===== src/rtl/seq_match_monitor_pkg.sv =====
// Shared types and helpers for the match monitor: FSM encoding and a
// width-generic saturating increment.
package seq_match_monitor_pkg;

  localparam int unsigned CW_MAX = 32;

  typedef enum logic {
    IDLE = 1'b0,
    RUN  = 1'b1
  } state_e;

  // Increment val, sticking at 2^cw-1; cw must not exceed CW_MAX.
  function automatic logic [CW_MAX-1:0] sat_inc(input logic [CW_MAX-1:0] val,
                                                input int unsigned        cw);
    logic [CW_MAX-1:0] max_val;
    max_val = (cw >= CW_MAX) ? '1 : ((CW_MAX'(1) << cw) - CW_MAX'(1));
    return (val == max_val) ? val : val + CW_MAX'(1);
  endfunction

endpackage


===== src/rtl/seq_match_monitor_if.sv =====
// Control/status bundle between the match monitor and its host.
interface seq_match_monitor_if #(
  parameter int unsigned CW = 8
);
  logic          en;
  logic          clr;
  logic          match;
  logic [CW-1:0] thresh;
  logic          irq_ack;
  logic [CW-1:0] total_count;
  logic          sat;
  logic [CW-1:0] win_count;
  logic          win_valid;
  logic          alarm;

  modport master (
    output en, clr, match, thresh, irq_ack,
    input  total_count, sat, win_count, win_valid, alarm
  );

  modport slave (
    input  en, clr, match, thresh, irq_ack,
    output total_count, sat, win_count, win_valid, alarm
  );
endinterface


===== src/rtl/seq_match_monitor_sat_counter.sv =====
// CW-bit counter with clear/increment/hold that saturates at all-ones and
// reports saturation through a sticky flag.
module seq_match_monitor_sat_counter
  import seq_match_monitor_pkg::*;
#(
  parameter int unsigned CW = 8
) (
  input  logic          clk,
  input  logic          reset,
  input  logic          clr_i,
  input  logic          inc_i,
  output logic [CW-1:0] cnt_o,
  output logic          sat_o
);

  localparam logic [CW-1:0] MAX_VAL = '1;

  logic [CW-1:0] cnt_q, cnt_d;
  logic          sat_q, sat_d;

  always_ff @(posedge clk) begin
    if (!reset) begin
      cnt_q <= '0;
      sat_q <= 1'b0;
    end else begin
      cnt_q <= cnt_d;
      sat_q <= sat_d;
    end
  end

  // Clear beats increment; sat rises on the same edge the count hits max.
  always_comb begin
    cnt_d = cnt_q;
    sat_d = sat_q;
    if (clr_i) begin
      cnt_d = '0;
      sat_d = 1'b0;
    end else if (inc_i) begin
      cnt_d = CW'(sat_inc(CW_MAX'(cnt_q), CW));
      sat_d = sat_q | (cnt_d == MAX_VAL);
    end
  end

  assign cnt_o = cnt_q;
  assign sat_o = sat_q;

endmodule


===== src/rtl/seq_match_monitor.sv =====
// Match monitor: saturating total, fixed-length window counts with a valid
// strobe, and a sticky threshold alarm cleared by irq_ack.
module seq_match_monitor
  import seq_match_monitor_pkg::*;
#(
  parameter int unsigned CW      = 8,
  parameter int unsigned WIN_LEN = 16,
  parameter int unsigned PW      = $clog2(WIN_LEN)
) (
  input logic                clk,
  input logic                reset,
  seq_match_monitor_if.slave mon_if
);

  localparam logic [PW-1:0] LAST_IDX = PW'(WIN_LEN - 1);

  state_e        state_q, state_d;
  logic [PW-1:0] cyc_q, cyc_d;
  logic [CW-1:0] win_count_q, win_count_d;
  logic          win_valid_q, win_valid_d;
  logic          alarm_q, alarm_d;

  logic          active_c;
  logic          close_c;
  logic          cnt_inc_c;
  logic          win_clr_c;
  logic [CW-1:0] close_cnt_c;
  logic          alarm_set_c;

  logic [CW-1:0] total_cnt;
  logic          total_sat;
  logic [CW-1:0] run_cnt;
  logic          run_sat;

  // en gates the current cycle directly so a pause freezes the index at once.
  assign active_c    = (state_q == RUN) && mon_if.en && !mon_if.clr;
  assign close_c     = active_c && (cyc_q == LAST_IDX);
  assign cnt_inc_c   = active_c && mon_if.match;
  assign win_clr_c   = mon_if.clr || close_c;
  assign close_cnt_c = (mon_if.match && !run_sat) ? run_cnt + CW'(1) : run_cnt;
  assign alarm_set_c = close_c && (mon_if.thresh != '0) && (close_cnt_c >= mon_if.thresh);

  seq_match_monitor_sat_counter #(.CW(CW)) u_total_cnt (
    .clk   (clk),
    .reset (reset),
    .clr_i (mon_if.clr),
    .inc_i (cnt_inc_c),
    .cnt_o (total_cnt),
    .sat_o (total_sat)
  );

  seq_match_monitor_sat_counter #(.CW(CW)) u_run_cnt (
    .clk   (clk),
    .reset (reset),
    .clr_i (win_clr_c),
    .inc_i (cnt_inc_c),
    .cnt_o (run_cnt),
    .sat_o (run_sat)
  );

  always_ff @(posedge clk) begin
    if (!reset) begin
      state_q     <= IDLE;
      cyc_q       <= '0;
      win_count_q <= '0;
      win_valid_q <= 1'b0;
      alarm_q     <= 1'b0;
    end else begin
      state_q     <= state_d;
      cyc_q       <= cyc_d;
      win_count_q <= win_count_d;
      win_valid_q <= win_valid_d;
      alarm_q     <= alarm_d;
    end
  end

  always_comb begin
    state_d     = mon_if.en ? RUN : IDLE;
    cyc_d       = cyc_q;
    win_count_d = win_count_q;
    win_valid_d = 1'b0;
    alarm_d     = alarm_q;

    if (mon_if.clr) begin
      cyc_d       = '0;
      win_count_d = '0;
      alarm_d     = 1'b0;
    end else begin
      if (active_c) begin
        cyc_d = close_c ? '0 : cyc_q + PW'(1);
      end
      if (close_c) begin
        win_count_d = close_cnt_c;
        win_valid_d = 1'b1;
      end
      // A set in the same cycle as an ack keeps the alarm up.
      if (alarm_set_c) begin
        alarm_d = 1'b1;
      end else if (mon_if.irq_ack) begin
        alarm_d = 1'b0;
      end
    end
  end

  assign mon_if.total_count = total_cnt;
  assign mon_if.sat         = total_sat;
  assign mon_if.win_count   = win_count_q;
  assign mon_if.win_valid   = win_valid_q;
  assign mon_if.alarm       = alarm_q;

endmodule


===== src/flat_wrapper.sv =====
// flat-port wrapper written by rule: the top's interface ports become plain ports
module seq_match_monitor_flat import seq_match_monitor_pkg::*;
#(
  parameter int unsigned CW      = 8,
  parameter int unsigned WIN_LEN = 16,
  parameter int unsigned PW      = $clog2(WIN_LEN)
)
  (clk, reset, mon_if_en, mon_if_clr, mon_if_match, mon_if_thresh, mon_if_irq_ack, mon_if_total_count, mon_if_sat, mon_if_win_count, mon_if_win_valid, mon_if_alarm);
  seq_match_monitor_if #(.CW(CW)) mon_if_i ();
  input logic clk;
  input logic reset;
  input wire logic [$bits(mon_if_i.en)-1:0] mon_if_en;
  input wire logic [$bits(mon_if_i.clr)-1:0] mon_if_clr;
  input wire logic [$bits(mon_if_i.match)-1:0] mon_if_match;
  input wire logic [$bits(mon_if_i.thresh)-1:0] mon_if_thresh;
  input wire logic [$bits(mon_if_i.irq_ack)-1:0] mon_if_irq_ack;
  output wire logic [$bits(mon_if_i.total_count)-1:0] mon_if_total_count;
  output wire logic [$bits(mon_if_i.sat)-1:0] mon_if_sat;
  output wire logic [$bits(mon_if_i.win_count)-1:0] mon_if_win_count;
  output wire logic [$bits(mon_if_i.win_valid)-1:0] mon_if_win_valid;
  output wire logic [$bits(mon_if_i.alarm)-1:0] mon_if_alarm;
  assign mon_if_i.en = mon_if_en;
  assign mon_if_i.clr = mon_if_clr;
  assign mon_if_i.match = mon_if_match;
  assign mon_if_i.thresh = mon_if_thresh;
  assign mon_if_i.irq_ack = mon_if_irq_ack;
  assign mon_if_total_count = mon_if_i.total_count;
  assign mon_if_sat = mon_if_i.sat;
  assign mon_if_win_count = mon_if_i.win_count;
  assign mon_if_win_valid = mon_if_i.win_valid;
  assign mon_if_alarm = mon_if_i.alarm;
  seq_match_monitor #(.CW(CW), .WIN_LEN(WIN_LEN), .PW(PW)) u_core (.clk(clk), .reset(reset), .mon_if(mon_if_i));
endmodule

===== config.mk =====
export PLATFORM = sky130hd
export DESIGN_NAME = seq_match_monitor_flat
export DESIGN_NICKNAME = d
export VERILOG_FILES = /design/src/rtl/seq_match_monitor_pkg.sv /design/src/rtl/seq_match_monitor_if.sv /design/src/rtl/seq_match_monitor_sat_counter.sv /design/src/rtl/seq_match_monitor.sv /design/src/flat_wrapper.sv
export SDC_FILE = /design/constraint.sdc
export NUM_CORES = 1
export LEC_CHECK = 0
export ABC_CLOCK_PERIOD_IN_PS = 5420
export CAP_MARGIN = 30
export CORE_ASPECT_RATIO = 1.5
export CORE_MARGIN = 2
export CORE_UTILIZATION = 35
export CTS_CLUSTER_SIZE = 20
export DETAILED_ROUTE_END_ITERATION = 10
export SYNTH_ARGS = -nofsm -noshare
export SYNTH_HDL_FRONTEND = slang
export SYNTH_SLANG_ARGS = --single-unit

===== constraint.sdc =====
create_clock -name clk -period 5.42 [get_ports clk]
set_clock_uncertainty 0.05 [all_clocks]
set_input_delay 1.084 -clock clk [delete_from_list [all_inputs] [get_ports clk]]
set_output_delay 1.084 -clock clk [all_outputs]
set_load 0.01 [all_outputs]

# [Word level (Yosys, flattened, before mapping)]
# Index checks and enable logic that the tools add are counted.
[totals] regBits=33 out_inout_bits=19
[op_classes] n_addsub=4 n_lt_le_gt_ge=1 n_eq_ne=5 mux=8 bitwise=3 reduce_logical=14
[op_table] op="8-bit == test (second input constant)" count=4
[op_table] op="8-bit by 1-bit adder with 8-bit output (second input constant)" count=3
[op_table] op="8-bit two-way mux" count=3
[op_table] op="8-bit greater-or-equal comparator" count=1
[op_table] op="8-bit nonzero test" count=1
[op_table] op="1-bit logical AND" count=7
[op_table] op="4-bit by 1-bit adder with 4-bit output (second input constant)" count=1
[op_table] op="4-bit == test (second input constant)" count=1
[op_table] op="1-bit two-way mux" count=4
[op_table] op="4-bit two-way mux" count=1
[op_table] op="2-bit OR reduction" count=2
[op_table] op="1-bit logical NOT" count=2
[op_table] op="1-bit bitwise OR" count=2
[op_table] op="2-bit nonzero test" count=1
[op_table] op="1-bit logical OR" count=1
[op_table] op="1-bit inverter" count=1

# [Logic depth before layout (Yosys ltp)]
[depth] depth_word=6 depth_mapped=10 depth_no_buf=9

# [Cells and area by module]
# From an unflattened synthesis, not the netlist that was laid out.
[hier_totals] hier_cells=236 area_unflattened_um2=1965.6
[modules_own_cells] module="seq_match_monitor_sat_counter" n_inst=2 cells_each=62 area_each_um2=499.2 seq_area_each_um2=180.2
[modules_own_cells] module="seq_match_monitor" n_inst=1 cells_each=112 area_each_um2=967.2 seq_area_each_um2=300.3

# [Worst setup path before layout]
# Ideal clock, no wire load.
[synth_path] path_type="input -> register" from="input mon_if_match" to="register u_core.alarm_q (netlist: u_core.mon_if.alarm)" t_arrival_ns=2.701 required_time_ns=5.241 slack_ns=2.540 path_stages=8 path_cell_list="nor2b_1 -> xnor2_1 -> ha_1 -> nand2b_1 -> a21o_1 -> a211o_1 -> a2111oi_0 -> nor2_1"
[synth_between] elab_chain_cells=5
[synth_rtl] element="start: declaration" line="flat_wrapper.sv:14" text="input wire logic [$bits(mon_if_i.match)-1:0] mon_if_match;"
[synth_rtl] element="1-bit logical AND *" line="seq_match_monitor.sv:40" text="assign close_cnt_c = (mon_if.match && !run_sat) ? run_cnt + CW'(1) : run_cnt;"
[synth_rtl] element="8-bit two-way mux *" line="seq_match_monitor.sv:40"
[synth_rtl] element="8-bit greater-or-equal comparator *" line="seq_match_monitor.sv:41" text="assign alarm_set_c = close_c && (mon_if.thresh != '0) && (close_cnt_c >= mon_if.thresh);"
[synth_rtl] element="1-bit logical AND *" line="seq_match_monitor.sv:41"
[synth_rtl] element="1-bit two-way mux / 2-bit nonzero test (equally long branches)"
[synth_rtl] element="end signal: assignment" line="seq_match_monitor.sv:73" text="alarm_q <= alarm_d;"
[synth_rtl] element="end: declaration" line="seq_match_monitor.sv:21" text="logic alarm_q, alarm_d;"
# Every way passes the cells marked *; elsewhere a longest branch is shown, timed or not.
# A chain may end at the register's enable or synchronous reset.

# [Worst setup path after layout]
# Ends and elaborated chain as after synthesis.

==> results.sh <==
export IMPL_status="finished clean"
export IMPL_slew_headroom_pct=51.1
export IMPL_path_buf_inv=1
export IMPL_dpl_cell_area_sq_um=2310
export IMPL_route_detailed_drc=0
export IMPL_antenna_found_initial=0
export IMPL_synth_simple_area_share_pct=30.8
export IMPL_routed_wl_mm=4.67
export IMPL_gr_total_overflow=0
export IMPL_grt_pass1_wl_mm=8.00
export IMPL_slowest_delay_ns=0.55
export IMPL_startpoint_type="primary input"
export IMPL_synthMuxAreaShare_pct=3.60
export IMPL_path_class="primary input to flip-flop"
export IMPL_port_buffer_count=32
export IMPL_antenna_cells=0
export IMPL_finalSetupViolCount=0
export IMPL_layout_nets=297
export IMPL_io_pins=33
export IMPL_drtIter0Drc=88
export IMPL_cp_slowest_cell="clkdlybuf4s50_1"
export IMPL_cp_data_arrival_time_ns=3.45
export IMPL_ys_types=51
export IMPL_post_cts_resized=0
export IMPL_dr_pass1_iters=4
export IMPL_synth_top_area_share_pct=33.4
export IMPL_endpoint_kind="flip-flop"
export IMPL_postCtsSetupBuffers=0
export IMPL_area_growth_pct=20.6
export IMPL_placementRows=33
export IMPL_vias=1809
export IMPL_initial_utilization_pct=36.3
export IMPL_cts_buffers=5
export IMPL_cts_tree="done"
export IMPL_htreeDepth=2
export IMPL_cp_cell_sequence="clkdlybuf4s50_1 -> nor2b_1 -> xnor2_1 -> ha_1 -> nand2b_1 -> a21o_1 -> a211o_1 -> a2111oi_0 -> nor2_1"
export IMPL_fillers=571
export IMPL_design_area_sq_um=2390
export IMPL_dp_hpwl_mm=3.61
export IMPL_cts_sinks=33
export IMPL_crit_family="compound AO/OA/AOI/OAI gates"
export IMPL_p_per_area_nw_per_um2=189
export IMPL_yosysWarnings=0
export IMPL_synth_area_sq_um=1980
export IMPL_fp_coreArea_sq_um=5450
export IMPL_insertion_delay_ns=0.28
export IMPL_synthFlopType="dfxtp_1"
export IMPL_fin_crit_sh_pct=61.6
export IMPL_cts_root_buf="clkbuf_8"
export IMPL_worstPathMaxFanout=4
export IMPL_synth_top_family_by_area="simple AND/OR/NAND/NOR gates"
export IMPL_fin_cells=343
export IMPL_die_h_um=96.1
export IMPL_power_mw=0.451
export IMPL_ant_nets=0
export IMPL_clock_path_buffers=2
export IMPL_report_final_slew_viol_count=0
export IMPL_die_w_um=65.4
export IMPL_fmax_mhz=299
export IMPL_crit_required_ns=5.53
export IMPL_grt_total_usage_pct=16.2
export IMPL_setup_tns_ns=0
export IMPL_synth_edff_count=0
export IMPL_hold_buffers=0
export IMPL_clkTransAtPathRegs_ns=0.07
export IMPL_routabilityCongestion=0.852
export IMPL_worst_slew_pin_slew_ns=0.733
export IMPL_synth_area_leaders="dfxtp_1, ha_1, nor2_1"
export IMPL_hold_violations=0
export IMPL_vias_per_cell=5.27
export IMPL_synth_common_cells="nor2_1, dfxtp_1, nand2_1"
export IMPL_yosys_area_share_xor_xnor_pct=6.19
export IMPL_peakVddDrop_mv=0.0750
export IMPL_synth_adder_area_share_pct=6.95
export IMPL_drt_wirelength_per_cell_um=13.6
export IMPL_synth_most_common_cell="nor2_1"
export IMPL_hp_class="flip-flop to flip-flop"
export IMPL_die_area_sq_um=6290
export IMPL_syn_inst=248
export IMPL_syn_num_nets=273
export IMPL_grt_pass1_vias=1764
export IMPL_seq_area_frac_synth_pct=33.4
export IMPL_drive_gt1_share_pct=5.86
export IMPL_cap_violations=0
export IMPL_rsz0062_at_grt="false"
export IMPL_yosysTopAreaCell="dfxtp_1"
export IMPL_synth_seq_cells=33
export IMPL_avgSynthCellArea_sq_um=7.99
export IMPL_grt_max_degree=20
export IMPL_synth_compound_area_share_pct=13.1
export IMPL_place_inst=335
export IMPL_async_flop_share_pct=0
export IMPL_power_leakage_nw=0.894
export IMPL_fin_crit_ns=3.34
==> cell usage in the layout (no fill, tap or decap), types with 2 or more instances in the layout <==
| master | instances |
|---|---|
| clkbuf_8 | 5 |
| a41oi_1 | 2 |
| clkdlybuf4s50_1 | 32 |
| xnor2_1 | 7 |
| and4_1 | 2 |
| clkinv_2 | 2 |
| o2111ai_1 | 2 |
| nand3_1 | 10 |
| dfxtp_1 | 33 |
| nor4_1 | 2 |
| and2_2 | 2 |
| nand2b_1 | 4 |
| nor3_1 | 13 |
| inv_1 | 10 |
| a21oi_1 | 13 |
| nor3b_1 | 2 |
| a211oi_1 | 2 |
| nor2b_1 | 4 |
| a211o_1 | 2 |
| mux2i_1 | 6 |
| nand4_1 | 10 |
| a21o_1 | 3 |
| a311oi_1 | 2 |
| nand2_1 | 24 |
| xor2_1 | 7 |
| ha_1 | 11 |
| nor2_1 | 34 |
| o21ai_0 | 7 |
==> final timing paths <==
kind / start / to / slack (ns) / depth (start not counted)
min reg2reg: u_core.u_total_cnt.sat_o / u_core.u_total_cnt.sat_o / 0.42 / 2
max: mon_if_match / u_core.mon_if.alarm / 2.08 / 9
max reg2reg: u_core.u_run_cnt.cnt_o[0] / u_core.mon_if.alarm / 2.64 / 9
min: u_core.u_total_cnt.sat_o / u_core.u_total_cnt.sat_o / 0.42 / 2
==> worst min-delay path, stage by stage (launching register included) <==
cell     delay (ns)
dfxtp_1        0.33
nand2_1        0.06
o31ai_2        0.05
==> layer usage <==
layer | part of all wire, % | routed length [um] | global-route usage (%) | up-vias
li1 | - | - | - | 924
met3 | 3.7 | 172 | 3.74 | 11
met1 | 42 | 1960 | 17.3 | 836
met5 | 0 | 0 | 0 | -
met2 | 53 | 2460 | 31.1 | 38
met4 | 1.5 | 70 | 4.69 | 0
==> cell families after synthesis <==
group | after synthesis
AO/OA/AOI/OAI | 39
XOR/XNOR | 14
adder cells (fa/ha/maj) | 11
buffers and inverters | 25
flip-flops | 33
multiplexers | 7
AND/OR/NAND/NOR | 119
==> area by class of cell <==
type	instances	area [sq um]	area share, %
Clock buffer	6	72.6	3.04
Multi-Input combinational cell	190	1200	50.2
Timing Repair Buffer	32	320	13.4
Inverter	10	37.5	1.57
Sequential cell	33	661	27.7
Clock inverter	2	10.0	0.419
Tap cell	70	87.6	3.67
==> state kept, by name, indices dropped and copies added, names as in the netlist <==
signal                    flops
u_core.mon_if.win_valid       1
u_core.mon_if.alarm           1
u_core.u_run_cnt.cnt_o        8
u_core.u_run_cnt.sat_o        1
u_core.mon_if.win_count       8
u_core.state_q                1
u_core.cyc_q                  4
u_core.u_total_cnt.sat_o      1
u_core.u_total_cnt.cnt_o      8
==> metrics by stage <==
step / hold slack (ns) / utilization [%] / setup WS (ns)
2_1_floorplan: 0.404 / - / 2.54
3_3_place_gp: 0.401 / 42.3 / 1.86
3_5_place_dp: 0.406 / 42.3 / 1.77
4_1_cts: 0.418 / 43.8 / 2.08
5_1_grt: 0.445 / 43.8 / 1.93
6_report: 0.417 / 43.8 / 2.08
==> power by group <==
| part | switching (mW) | total [mW] | internal, mW |
|---|---|---|---|
| registers | 0.000893 | 0.244 | 0.243 |
| clock network | 0.0900 | 0.179 | 0.0890 |
| logic | 0.0137 | 0.0278 | 0.0140 |
| total | 0.105 | 0.451 | 0.346 |
No activity file was read; power rests on OpenSTA's default activity.
